<file path="src/rtl/ro_monitor_ctrl.sv">
// rtl/ro_monitor_ctrl.sv - ring-oscillator process monitor sequencer
// Enables one oscillator, settles, counts synchronized RO_OUT rising edges over a window.
module ro_monitor_ctrl #(
  parameter int NUM_RO        = 4,
  parameter int CNT_W         = 16,
  parameter int WIN_W         = 16,
  parameter int SETTLE_CYCLES = 8
) (
  input  logic              CLK,
  input  logic              RST,
  input  logic              START,
  input  logic              ABORT,
  input  logic [3:0]        SEL,
  input  logic [WIN_W-1:0]  WINDOW,
  input  logic              RO_OUT,
  output logic [NUM_RO-1:0] RO_EN,
  output logic              BUSY,
  output logic              VALID,
  input  logic              READY,
  output logic [CNT_W-1:0]  RESULT,
  output logic              OVF,
  output logic              ERR
);

  localparam int SET_W = $clog2(SETTLE_CYCLES) + 1;
  localparam int TMR_W = (WIN_W > SET_W) ? WIN_W : SET_W;
  localparam logic [TMR_W-1:0] SETTLE_LAST = TMR_W'(SETTLE_CYCLES - 1);
  localparam logic [CNT_W-1:0] CNT_MAX     = '1;

  typedef enum logic [1:0] {
    S_IDLE,
    S_SETTLE,
    S_MEASURE,
    S_DONE
  } state_t;

  state_t             state_q, state_d;
  logic [2:0]         sync_q, sync_d;
  logic [WIN_W-1:0]   win_q, win_d;
  logic [TMR_W-1:0]   tmr_q, tmr_d;
  logic [CNT_W-1:0]   cnt_q, cnt_d;
  logic [CNT_W-1:0]   result_q, result_d;
  logic               ovf_q, ovf_d;
  logic               err_q, err_d;
  logic [NUM_RO-1:0]  ro_en_q, ro_en_d;

  logic               edge_det;
  logic               sel_ok;
  logic               win_last;
  logic [CNT_W-1:0]   cnt_inc;
  logic               ovf_inc;

  // sync_q[1] is the metastability-safe sample; sync_q[2] is its one-cycle history.
  assign edge_det = sync_q[1] & ~sync_q[2];
  assign sel_ok   = ({1'b0, SEL} < 5'(NUM_RO));
  assign win_last = (tmr_q == (TMR_W'(win_q) - TMR_W'(1)));

  // Saturating increment: an edge arriving at full scale is dropped and flagged.
  always_comb begin
    cnt_inc = cnt_q;
    ovf_inc = ovf_q;
    if (edge_det) begin
      if (cnt_q == CNT_MAX) begin
        ovf_inc = 1'b1;
      end else begin
        cnt_inc = cnt_q + CNT_W'(1);
      end
    end
  end

  always_comb begin
    state_d  = state_q;
    sync_d   = {sync_q[1:0], RO_OUT};
    win_d    = win_q;
    tmr_d    = tmr_q;
    cnt_d    = cnt_q;
    result_d = result_q;
    ovf_d    = ovf_q;
    err_d    = err_q;
    ro_en_d  = ro_en_q;

    case (state_q)
      S_IDLE: begin
        if (START) begin
          win_d = WINDOW;
          tmr_d = '0;
          cnt_d = '0;
          ovf_d = 1'b0;
          if (sel_ok) begin
            state_d = S_SETTLE;
            err_d   = 1'b0;
            ro_en_d = NUM_RO'(1) << SEL;
          end else begin
            state_d  = S_DONE;
            err_d    = 1'b1;
            result_d = '0;
            ro_en_d  = '0;
          end
        end
      end

      S_SETTLE: begin
        if (ABORT) begin
          state_d = S_IDLE;
          ro_en_d = '0;
        end else if (tmr_q == SETTLE_LAST) begin
          tmr_d = '0;
          if (win_q == '0) begin
            state_d  = S_DONE;
            result_d = '0;
            ro_en_d  = '0;
          end else begin
            state_d = S_MEASURE;
          end
        end else begin
          tmr_d = tmr_q + TMR_W'(1);
        end
      end

      S_MEASURE: begin
        if (ABORT) begin
          state_d = S_IDLE;
          ro_en_d = '0;
        end else begin
          cnt_d = cnt_inc;
          ovf_d = ovf_inc;
          tmr_d = tmr_q + TMR_W'(1);
          if (win_last) begin
            state_d  = S_DONE;
            result_d = cnt_inc;
            ro_en_d  = '0;
          end
        end
      end

      S_DONE: begin
        if (READY) begin
          state_d = S_IDLE;
        end
      end

      default: begin
        state_d = S_IDLE;
        ro_en_d = '0;
      end
    endcase
  end

  always_ff @(posedge CLK) begin
    if (RST) begin
      state_q  <= S_IDLE;
      sync_q   <= '0;
      win_q    <= '0;
      tmr_q    <= '0;
      cnt_q    <= '0;
      result_q <= '0;
      ovf_q    <= 1'b0;
      err_q    <= 1'b0;
      ro_en_q  <= '0;
    end else begin
      state_q  <= state_d;
      sync_q   <= sync_d;
      win_q    <= win_d;
      tmr_q    <= tmr_d;
      cnt_q    <= cnt_d;
      result_q <= result_d;
      ovf_q    <= ovf_d;
      err_q    <= err_d;
      ro_en_q  <= ro_en_d;
    end
  end

  assign RO_EN  = ro_en_q;
  assign BUSY   = (state_q != S_IDLE);
  assign VALID  = (state_q == S_DONE);
  assign RESULT = result_q;
  assign OVF    = ovf_q;
  assign ERR    = err_q;

endmodule
</file>
<file path="config.mk">
export PLATFORM = sky130hd
export DESIGN_NAME = ro_monitor_ctrl
export DESIGN_NICKNAME = d
export VERILOG_FILES = /design/src/rtl/ro_monitor_ctrl.sv
export SDC_FILE = /design/constraint.sdc
export NUM_CORES = 1
export LEC_CHECK = 0
export BUFFER_PORTS_ARGS = -buffer_cell sky130_fd_sc_hd__buf_2
export CAP_MARGIN = 20
export CORE_ASPECT_RATIO = 1.1
export CORE_MARGIN = 1
export CORE_UTILIZATION = 30
export CTS_BUF_LIST = sky130_fd_sc_hd__clkbuf_4
export CTS_CLUSTER_DIAMETER = 40
export CTS_CLUSTER_SIZE = 8
export DETAILED_ROUTE_END_ITERATION = 10
export MAX_ROUTING_LAYER = met4
export PLACE_DENSITY_LB_ADDON = 0.08
export SLEW_MARGIN = 10
export SYNTH_ARGS = -nofsm -noshare
export SYNTH_HDL_FRONTEND = slang
export SYNTH_SLANG_ARGS = --single-unit
</file>
<file path="constraint.sdc">
create_clock -name CLK -period 6.7 [get_ports CLK]
set_input_delay 1.005 -clock CLK [delete_from_list [all_inputs] [get_ports CLK]]
set_output_delay 1.005 -clock CLK [all_outputs]
set_load 0.01 [all_outputs]
</file>
After elaboration in Yosys (flattened, before gate mapping)
Cells that the tools add are included.
Widths: inputs -> output; s select.
Word-level totals
  word-level logic and storage cells: 87
  input port bits: 26
  register bits: 75
Operators by class
  reductions and logical operators: 12
  muxes and demuxes: 40
  bitwise logic cells: 2
  magnitude comparators: 1
  equal/unequal tests: 19
  add/subtract/negate cells: 3
  shift-type cells: 1
Operator list (count)
  $mux 16: 14
  $pmux 16 s3: 2
  $add 16x1->16 const B: 2
  $pmux 16 s2: 1
  $mux 4: 7
  $ne 2x2->1 const B: 9
  $eq 16x16->1: 1
  $eq 16x16->1 const B: 1
  $eq 16x3->1 const B: 1
  $logic_not 16->1: 1
  $sub 16x1->16 const B: 1
  $mux 2: 7
  $pmux 4 s3: 1
  $reduce_and 5->1: 2
  $ne 3x3->1 const B: 3
  $pmux 2 s4: 1
  $reduce_and 4->1: 2
  $reduce_and 8->1: 1
  $mux 1: 6
  $eq 2x2->1 const B: 2
  $lt 4x3->1 const B: 1
  $reduce_bool 2->1: 2
  $shl 1x4->4 const A: 1
  $reduce_and 3->1: 1
  8 further kinds: 8

Longest topological paths before layout
Gate-level depths: netlist of run 1.
  depth in word-level cells: 6
  mapped depth: 12

Worst setup path before layout of run 1
No wires, ideal clock.
  path type: reg2reg
  from: register win_q[0]
  to: register result_q[13] (netlist: RESULT[13])
  arrival: 2792 ps
  setup time: 131 ps
  stages on the path, launching flop included: 13
  required time: 6569 ps
  buffers on the path: 3
  setup slack: 3777 ps
  period minus slack after synthesis: 2923 ps
  cell sequence: dfxtp_1 inv_1 ha_1 clkbuf_1 or3b_2 or2_1 xor2_1 o2111ai_2 or4_1 buf_2 buf_6 nand4b_1 o31ai_1
On the way
  word-level cells in the longest chain between the ends: 4
RTL lines
  from (decl): line 39  | logic [WIN_W-1:0] win_q, win_d;
  from (signal assigned): line 163  | win_q <= win_d;
  $sub 16x1->16: line 56  | assign win_last = (tmr_q == (TMR_W'(win_q) - TMR_W'(1)));
  $eq 16x16->1: line 56
  $ne 2x2->1 (no line)
  $reduce_and 8->1 (no line) (*)
  to (signal assigned): line 166  | result_q <= result_d;
  to (decl): line 42  | logic [CNT_W-1:0] result_q, result_d;
Every way passes the cells marked *; elsewhere a longest branch is shown, timed or not.
A chain may end at the register's enable or synchronous reset.

Worst setup path after layout of run 1
  from: register win_q[0]
  to: register result_q[14] (netlist: RESULT[14])
The elaborated chain is that of the path after synthesis.

==> flow_metrics.env, run 1 <==
export IMPL_ys_warn_count=0
export IMPL_cts_sinks=75
export IMPL_cts_hold_buf=0
export IMPL_multi_input_area_mm2=0.00263
export IMPL_drtIter0Drc=154
export IMPL_start_util_pct=31.2
export IMPL_cap_violations=0
export IMPL_dr_max_layer_used="met4"
export IMPL_r2r_setup_slack_ps=3380
export IMPL_root_buffer="clkbuf_4"
export IMPL_wirelength_met1_um=5390
export IMPL_min_period_ps=3320
export IMPL_hold_viol=0
export IMPL_drtPass1Iterations=5
export IMPL_diodes=0
export IMPL_wl_met3_um=357
export IMPL_io_pins=50
export IMPL_fin_hold_ws_ps=449
export IMPL_num_nets_final=630
export IMPL_syn_area_mm2=0.00435
export IMPL_wirelength_um=12300
export IMPL_clk_pin_slew_ps=130
export IMPL_r2r_start="win_q[0]"
export IMPL_p_leak_uw=0.00172
export IMPL_gp_congestion=0.854
export IMPL_num_fill_cells=1519
export IMPL_placed_area_mm2=0.00472
export IMPL_crit_type="flip-flop to flip-flop"
export IMPL_arrival_ps=3630
export IMPL_maxSlewViolCount=0
export IMPL_numCtsBuffers=9
export IMPL_die_area_mm2=0.0150
export IMPL_required_ps=7020
export IMPL_final_cell_area_mm2=0.00492
export IMPL_dp_hpwl_um=9060
export IMPL_clock_path_buffers=2
export IMPL_die_w_um=117
export IMPL_post_drt_wl_per_cell_um=15.7
export IMPL_row_count=45
export IMPL_cts_tree="yes"
export IMPL_grt_overflow=0
export IMPL_fmax_mhz=302
export IMPL_outcome="complete, no violations"
export IMPL_clkLatencyLatePin_ps=450
export IMPL_htreeDepth=3
export IMPL_hp_start="sync_q[0]"
export IMPL_critPathMaxFanout=16
export IMPL_ir_drop_v=0.000120
export IMPL_grt_max_degree=70
export IMPL_crit_path_start="win_q[0]"
export IMPL_min_to="sync_q[1]"
export IMPL_synth_edf_count=0
export IMPL_startpoint_type="flip-flop"
export IMPL_drc=0
export IMPL_synth_top_area_share_pct=34.5
export IMPL_syn_nets=598
export IMPL_hold_depth=1
export IMPL_synthCells=563
export IMPL_synth_top_area_cell="dfxtp_1"
export IMPL_rsz0062_at_grt="no"
export IMPL_timing_rr_end="RESULT[14]"
export IMPL_synthFlopType="dfxtp_1"
export IMPL_fin_setup_tns_ps=0
export IMPL_power_density_mw_per_mm2=307
export IMPL_worstSetupEndpointType="flip-flop"
export IMPL_grt_pass1_vias=3896
export IMPL_coreArea_mm2=0.0140
export IMPL_port_buffers=49
export IMPL_grt_pass1_wl_um=20500
export IMPL_cts_resized_gates=0
export IMPL_fin_skew_ps=21.0
export IMPL_setup_viol=0
export IMPL_min_path_type="flip-flop to flip-flop"
export IMPL_ff2ff_path_depth=9
export IMPL_regArea_mm2=0.00150
export IMPL_ant_nets=0
export IMPL_yosysSeqAreaShare_pct=34.5
export IMPL_via_per_inst=5.17
export IMPL_synthArstFlopShare_pct=0
export IMPL_antenna_found_initial=0
export IMPL_netlist_cell_type_count=58
export IMPL_synth_area_leaders="dfxtp_1 35%, a21oi_1 6.2%, nand2_1 5.6%"
export IMPL_synth_seq_cells=75
export IMPL_avgSynthCellArea_um2=7.73
export IMPL_slew_headroom_pct=39.4
export IMPL_tightestPinTransition_ps=909
export IMPL_wl_met2_um=6380
export IMPL_die_height_um=128
export IMPL_cts_setup_buffers=0
export IMPL_final_layout_size_suffix_gt1_share_pct=13.2
export IMPL_vias=4066
export IMPL_grt_usage_pct=18.5
export IMPL_syn2layout_area_growth_pct=13.1
export IMPL_period_share_pct=49.5
[state kept, by name, indices dropped and copies added, names as in the netlist]
register / cells
sync_q: 3
OVF: 1
ERR: 1
RESULT: 16
tmr_q: 16
win_q: 16
cnt_q: 16
state_q: 2
RO_EN: 4
[logic make-up (layout without fill, tap and decap cells)]
group,after synthesis,count (layout),share of synthesized area (%)
flops,75,75,34.5
simple gates,259,259,30.9
buf+inv,54,90,5.12
compound gates,125,125,18.5
fa+ha+maj,9,9,2.59
mux,3,3,0.719
xor+xnor,38,38,7.65
[synth_stat cells, drive strengths merged, types with 3 or more instances]
cell,n
dfxtp,75
nand2,65
a21oi,54
nor2,48
nand3,39
clkbuf,26
xnor2,26
inv,21
o21ai,20
nor3,15
nor4,13
nand2b,12
xor2,12
or3,10
ha,9
nor2b,9
or4,9
nand4,8
a211oi,7
and3,7
nand4b,7
a31oi,6
buf,6
o211ai,6
or2,6
a32oi,3
nor4b,3
o31ai,3
o41ai,3
[cells in the final DEF (no fill, tap or decap), types with 12 or more instances in the layout]
cell and count:
dfxtp_1 75, nand2_1 65, a21oi_1 54, buf_2 49
nor2_1 48, nand3_1 39, xnor2_1 26, inv_1 21
o21ai_0 19, nor3_1 15, xor2_1 12, nand2b_1 12
[stage by stage]
stage / util (%) / setup WS, ps / total power [uW] / std cells
after global routing: 35.2 / 3190 / 1630 / 787
after global placement: 33.8 / 3480 / 1130 / 772
after floorplan: - / 3780 / 978 / 563
final: 35.2 / 3380 / 1510 / 787
after detailed placement: 33.8 / 3410 / 1130 / 772
after CTS: 35.2 / 3380 / 1530 / 787
[per-layer routing]
metal | global-route usage [%] | up-vias
li1 | - | 2081
met1 | 21.7 | 1906
met2 | 30.9 | 65
met3 | 3.88 | 14
met4 | 6.78 | 0
met5 | - | -
[report_power, final]
group | switching [uW] | total [uW] | internal, uW | leakage (uW)
Clock | 168 | 390 | 223 | 0.000103
Sequential | 45.6 | 522 | 476 | 0.000608
Combinational | 410 | 601 | 191 | 0.00101
[worst max-delay path, cell delays in order, from the launching register on]
cell,delay [ps]
dfxtp_1,380
inv_1,90
ha_1,390
or3b_2,530
or2_1,260
xor2_1,160
o2111ai_2,190
or4_1,870
nand4b_1,210
o31ai_1,90
[cell type report]
type	instances	area share, %
clock buffers	9	1.37
repair buffers	53	5.59
well taps	188	4.78
multi-input cells	434	53.4
clock inverters	6	2.62
flip-flops and latches	75	30.5
inverters	22	1.68
[how the worst max path moves through the flow]
stage / endpoint / slack, ps / cells after the start
final: RESULT[14] / 3380 / 9
after global routing: RESULT[5] / 3190 / 9
after CTS: RESULT[7] / 3380 / 9
after detailed placement: RESULT[9] / 3410 / 9
after global placement: RESULT[14] / 3480 / 9
after floorplan: RESULT[13] / 3780 / 12
No activity file was read; power rests on OpenSTA's default activity.
==> run 2, diff against run 1 <==
==> constraint.sdc (replaced) <==
create_clock -name CLK -period 3.35 [get_ports CLK]
set_input_delay 0.5025 -clock CLK [delete_from_list [all_inputs] [get_ports CLK]]
set_output_delay 0.5025 -clock CLK [all_outputs]
set_load 0.01 [all_outputs]
==> flow_metrics.env, run 2 (synthesis results as in run 1) <==
export IMPL_min_period_ps=2920
export IMPL_die_area_mm2=0.0150
export IMPL_grt_pass1_vias=3956
export IMPL_drtIter0Drc=163
export IMPL_tightestPinTransition_ps=717
export IMPL_final_cell_mix="75 x dfxtp_1, 65 x nand2_1, 54 x a21oi_1, 49 x buf_2, 48 x nor2_1"
export IMPL_layout_commonest_cell="dfxtp_1"
export IMPL_wirelength_um=12400
export IMPL_ant_nets=0
export IMPL_wirelength_met1_um=5350
export IMPL_via_per_inst=5.12
export IMPL_min_path_type="input port to flip-flop"
export IMPL_startpoint_type="flip-flop"
export IMPL_setup_viol=0
export IMPL_port_buffers=49
export IMPL_cts_resized_gates=0
export IMPL_root_buffer="clkbuf_4"
export IMPL_arrival_ps=3280
export IMPL_grt_usage_pct=18.2
export IMPL_clk_pin_slew_ps=130
export IMPL_drtPass1Iterations=4
export IMPL_die_height_um=128
export IMPL_cts_sinks=75
export IMPL_row_count=45
export IMPL_period_share_pct=87.1
export IMPL_wl_met2_um=6510
export IMPL_fin_setup_tns_ps=0
export IMPL_dr_max_layer_used="met4"
export IMPL_io_pins=50
export IMPL_dp_hpwl_um=9440
export IMPL_r2r_setup_slack_ps=430
export IMPL_crit_type="flip-flop to flip-flop"
export IMPL_gp_congestion=0.820
export IMPL_placed_area_mm2=0.00480
export IMPL_power_density_mw_per_mm2=612
export IMPL_fin_skew_ps=19.0
export IMPL_numCtsBuffers=9
export IMPL_grt_max_degree=61
export IMPL_num_fill_cells=1550
export IMPL_fmax_mhz=343
export IMPL_start_util_pct=31.2
export IMPL_rsz0062_at_grt="no"
export IMPL_post_drt_wl_per_cell_um=15.5
export IMPL_drc=0
export IMPL_hold_viol=0
export IMPL_clkLatencyLatePin_ps=460
export IMPL_outcome="complete, no violations"
export IMPL_p_leak_uw=0.00176
export IMPL_vias=4095
export IMPL_coreArea_mm2=0.0140
export IMPL_die_w_um=117
export IMPL_worstSetupEndpointType="flip-flop"
export IMPL_slew_headroom_pct=52.2
export IMPL_htreeDepth=3
export IMPL_required_ps=3710
export IMPL_cts_setup_buffers=0
export IMPL_wl_met3_um=320
export IMPL_maxSlewViolCount=0
export IMPL_clock_path_buffers=2
export IMPL_ir_drop_v=0.000257
export IMPL_critPathMaxFanout=9
export IMPL_grt_pass1_wl_um=20200
export IMPL_cts_tree="yes"
export IMPL_syn2layout_area_growth_pct=14.5
export IMPL_grt_overflow=0
export IMPL_cap_violations=0
export IMPL_cts_hold_buf=0
export IMPL_num_nets_final=641
export IMPL_final_layout_size_suffix_gt1_share_pct=14.4
export IMPL_antenna_found_initial=1
export IMPL_final_cell_area_mm2=0.00498
-- run 2: final timing paths --
check | startpoint | end | depth (start not counted)
worst min-delay path | RO_OUT | sync_q[0] | 2
worst min register to register | sync_q[0] | sync_q[1] | 1
worst max register to register | win_q[2] | RESULT[15] | 7
worst max-delay path | win_q[2] | RESULT[15] | 7
-- run 2: per-stage QoR --
step	util (%)	total power, uW	hold WS, ps	setup WS [ps]	cells
finish	35.7	3050	259	431	800
global route	35.7	3270	245	202	800
CTS	35.6	3100	216	404	799
detailed placement	34.4	2380	427	419	783
global placement	34.4	2370	422	494	783
floorplan	-	1960	414	427	563
-- run 2: cell type report --
cell class | instances | area (um2) | area share (%)
multi-input cells | 434 | 2630 | 52.7
clock inverters | 7 | 106 | 2.14
inverters | 22 | 82.6 | 1.66
repair buffers | 64 | 358 | 7.19
well taps | 188 | 235 | 4.72
flip-flops and latches | 75 | 1500 | 30.2
clock buffers | 9 | 67.6 | 1.36
diodes | 1 | 2.50 | 0.0503
-- run 2: critical path, stage by stage, from the launching register on --
cell	delay, ps
dfxtp_1	420
or4_1	720
a2111oi_4	370
a211o_1	160
o2111ai_2	170
nor4_1	460
a21oi_1	210
o41ai_1	330
-- run 2: power by group --
part	switching [uW]	internal, uW
clock	331	369
combinational	845	457
sequential	92.1	952
total	1270	1780
-- run 2: routing by layer --
layer	GRT usage, %	vias up
met2	31.3	49
met5	-	-
met1	21.0	1930
li1	-	2098
met4	7.37	0
met3	2.79	18
==> run 3, diff against run 2 <==
--- a/config.mk
+++ b/config.mk
@@ -7,6 +7,8 @@
 export LEC_CHECK = 0
 export BUFFER_PORTS_ARGS = -buffer_cell sky130_fd_sc_hd__buf_2
 export CAP_MARGIN = 20
+export CELL_PAD_IN_SITES_DETAIL_PLACEMENT = 0
+export CELL_PAD_IN_SITES_GLOBAL_PLACEMENT = 1
 export CORE_ASPECT_RATIO = 1.1
 export CORE_MARGIN = 1
 export CORE_UTILIZATION = 30
==> flow_metrics.env, run 3 (synthesis results as in run 1) <==
export IMPL_outcome="complete, no violations"
export IMPL_setup_viol=0
export IMPL_hold_depth=2
export IMPL_cp_common_cell="or4_1"
export IMPL_ff2ff_path_depth=8
export IMPL_syn2layout_area_growth_pct=14.4
export IMPL_die_height_um=128
export IMPL_die_area_mm2=0.0150
export IMPL_r2r_start="win_q[2]"
export IMPL_period_share_pct=86.9
export IMPL_critPathMaxFanout=16
export IMPL_num_fill_cells=1579
export IMPL_slew_headroom_pct=51.0
export IMPL_via_per_inst=5.20
export IMPL_start_util_pct=31.2
export IMPL_grt_pass1_vias=4035
export IMPL_drc=0
export IMPL_clock_path_buffers=2
export IMPL_maxSlewViolCount=0
export IMPL_min_period_ps=2910
export IMPL_slowest_stage="or4_1"
export IMPL_cap_violations=0
export IMPL_cp_cell_sequence="or4_1 > a2111oi_4 > a211o_1 > o2111ai_2 > or4_1 > buf_4 > nand4b_1 > o41ai_1"
export IMPL_required_ps=3690
export IMPL_p_leak_uw=0.00175
export IMPL_grt_pass1_wl_um=20900
export IMPL_die_w_um=117
export IMPL_fin_hold_ws_ps=245
export IMPL_htreeDepth=3
export IMPL_crit_path_max_incr_delay_ps=720
export IMPL_post_drt_wl_per_cell_um=15.7
export IMPL_ant_nets=0
export IMPL_cts_tree="yes"
export IMPL_numCtsBuffers=9
export IMPL_grt_overflow=0
export IMPL_critical_path_top_delay_family="simple AND/OR/NAND/NOR gates"
export IMPL_cp_depth=8
export IMPL_crit_type="flip-flop to flip-flop"
export IMPL_cts_setup_buffers=0
export IMPL_wirelength_um=12600
export IMPL_gp_congestion=0.885
export IMPL_fin_skew_ps=15.0
export IMPL_coreArea_mm2=0.0140
export IMPL_hp_start="RO_OUT"
export IMPL_fin_util_pct=35.6
export IMPL_cts_resized_gates=0
export IMPL_grt_usage_pct=18.9
export IMPL_worst_slack_ps=439
export IMPL_dp_worst_setup_slack_ps=449
export IMPL_port_buffers=49
export IMPL_hold_viol=0
export IMPL_arrival_ps=3250
export IMPL_vias=4179
export IMPL_row_count=45
export IMPL_crit_buf_inv=1
export IMPL_clk_pin_slew_ps=130
export IMPL_ir_drop_v=0.000231
export IMPL_power_density_mw_per_mm2=598
export IMPL_final_cell_mix="75 x dfxtp_1, 65 x nand2_1, 54 x a21oi_1, 49 x buf_2, 48 x nor2_1"
export IMPL_drtIter0Drc=223
export IMPL_wl_met2_um=6540
export IMPL_drtPass1Iterations=4
export IMPL_cts_sinks=75
export IMPL_root_buffer="clkbuf_4"
export IMPL_multi_input_area_mm2=0.00263
export IMPL_antenna_found_initial=1
export IMPL_num_nets_final=644
export IMPL_dp_hpwl_um=9350
export IMPL_io_pins=50
export IMPL_clkLatencyLatePin_ps=460
export IMPL_dr_max_layer_used="met4"
export IMPL_grt_max_degree=69
export IMPL_startpoint_type="flip-flop"
export IMPL_rsz0062_at_grt="no"
export IMPL_cts_hold_buf=0
export IMPL_final_layout_size_suffix_gt1_share_pct=15.5
export IMPL_layout_commonest_cell="dfxtp_1"
export IMPL_tightestPinTransition_ps=735
export IMPL_crit_path_start="win_q[2]"
export IMPL_worstSetupEndpointType="flip-flop"
export IMPL_fin_setup_tns_ps=0
export IMPL_wl_met3_um=344
export IMPL_fmax_mhz=343
export IMPL_regArea_mm2=0.00150
export IMPL_min_path_type="input port to flip-flop"
export IMPL_wirelength_met1_um=5490
run 3: changes by cell type in the layout (fill, tap and decap cells not counted), sizes merged:
| cell | delta |
|---|---|
| clkinv | -2 |
| buf | +3 |
| clkinvlp | +3 |
| bufinv | -2 |
| clkbuf | +1 |
run 3: layout make-up:
type / instances / share of cell area [%]
clock buffer: 10 / 1.51
multi-input combinational: 434 / 52.9
sequential: 75 / 30.2
tap: 188 / 4.73
timing repair buffer: 67 / 7.64
clock inverter: 6 / 1.33
antenna: 1 / 0.0503
inverter: 22 / 1.66
run 3: worst register-to-register path, delay by kind of cell (launching register included):
kind            cells  cell delay [ps]
flops               1              420
compound gates      4              800
buf+inv             1              220
simple gates        3             1380
run 3: where the power goes:
part / switching, uW / internal, uW / total, uW
Sequential: 92.6 / 952 / 1040
Combinational: 874 / 470 / 1340
Clock: 351 / 235 / 586
run 3: stage by stage:
step / cell area (um2) / power, uW / std cells
after floorplan: 4350 / 1960 / 563
after global routing: 4980 / 3200 / 803
after detailed placement: 4830 / 2420 / 786
final: 4980 / 2970 / 803
after CTS: 4970 / 3010 / 802
after global placement: 4830 / 2410 / 786
run 3: path summary, 6_finish.rpt:
kind	end	slack, ps
setup / recovery	RESULT[15]	440
hold / removal	sync_q[0]	250
setup reg to reg	RESULT[15]	440
hold reg to reg	sync_q[1]	460
run 3: layer usage:
| metal | vias to the layer above | global-route usage, % |
|---|---|---|
| met5 | - | - |
| met1 | 1985 | 22.2 |
| met4 | 0 | 7.37 |
| met3 | 18 | 2.60 |
| met2 | 61 | 32.2 |
| li1 | 2115 | - |
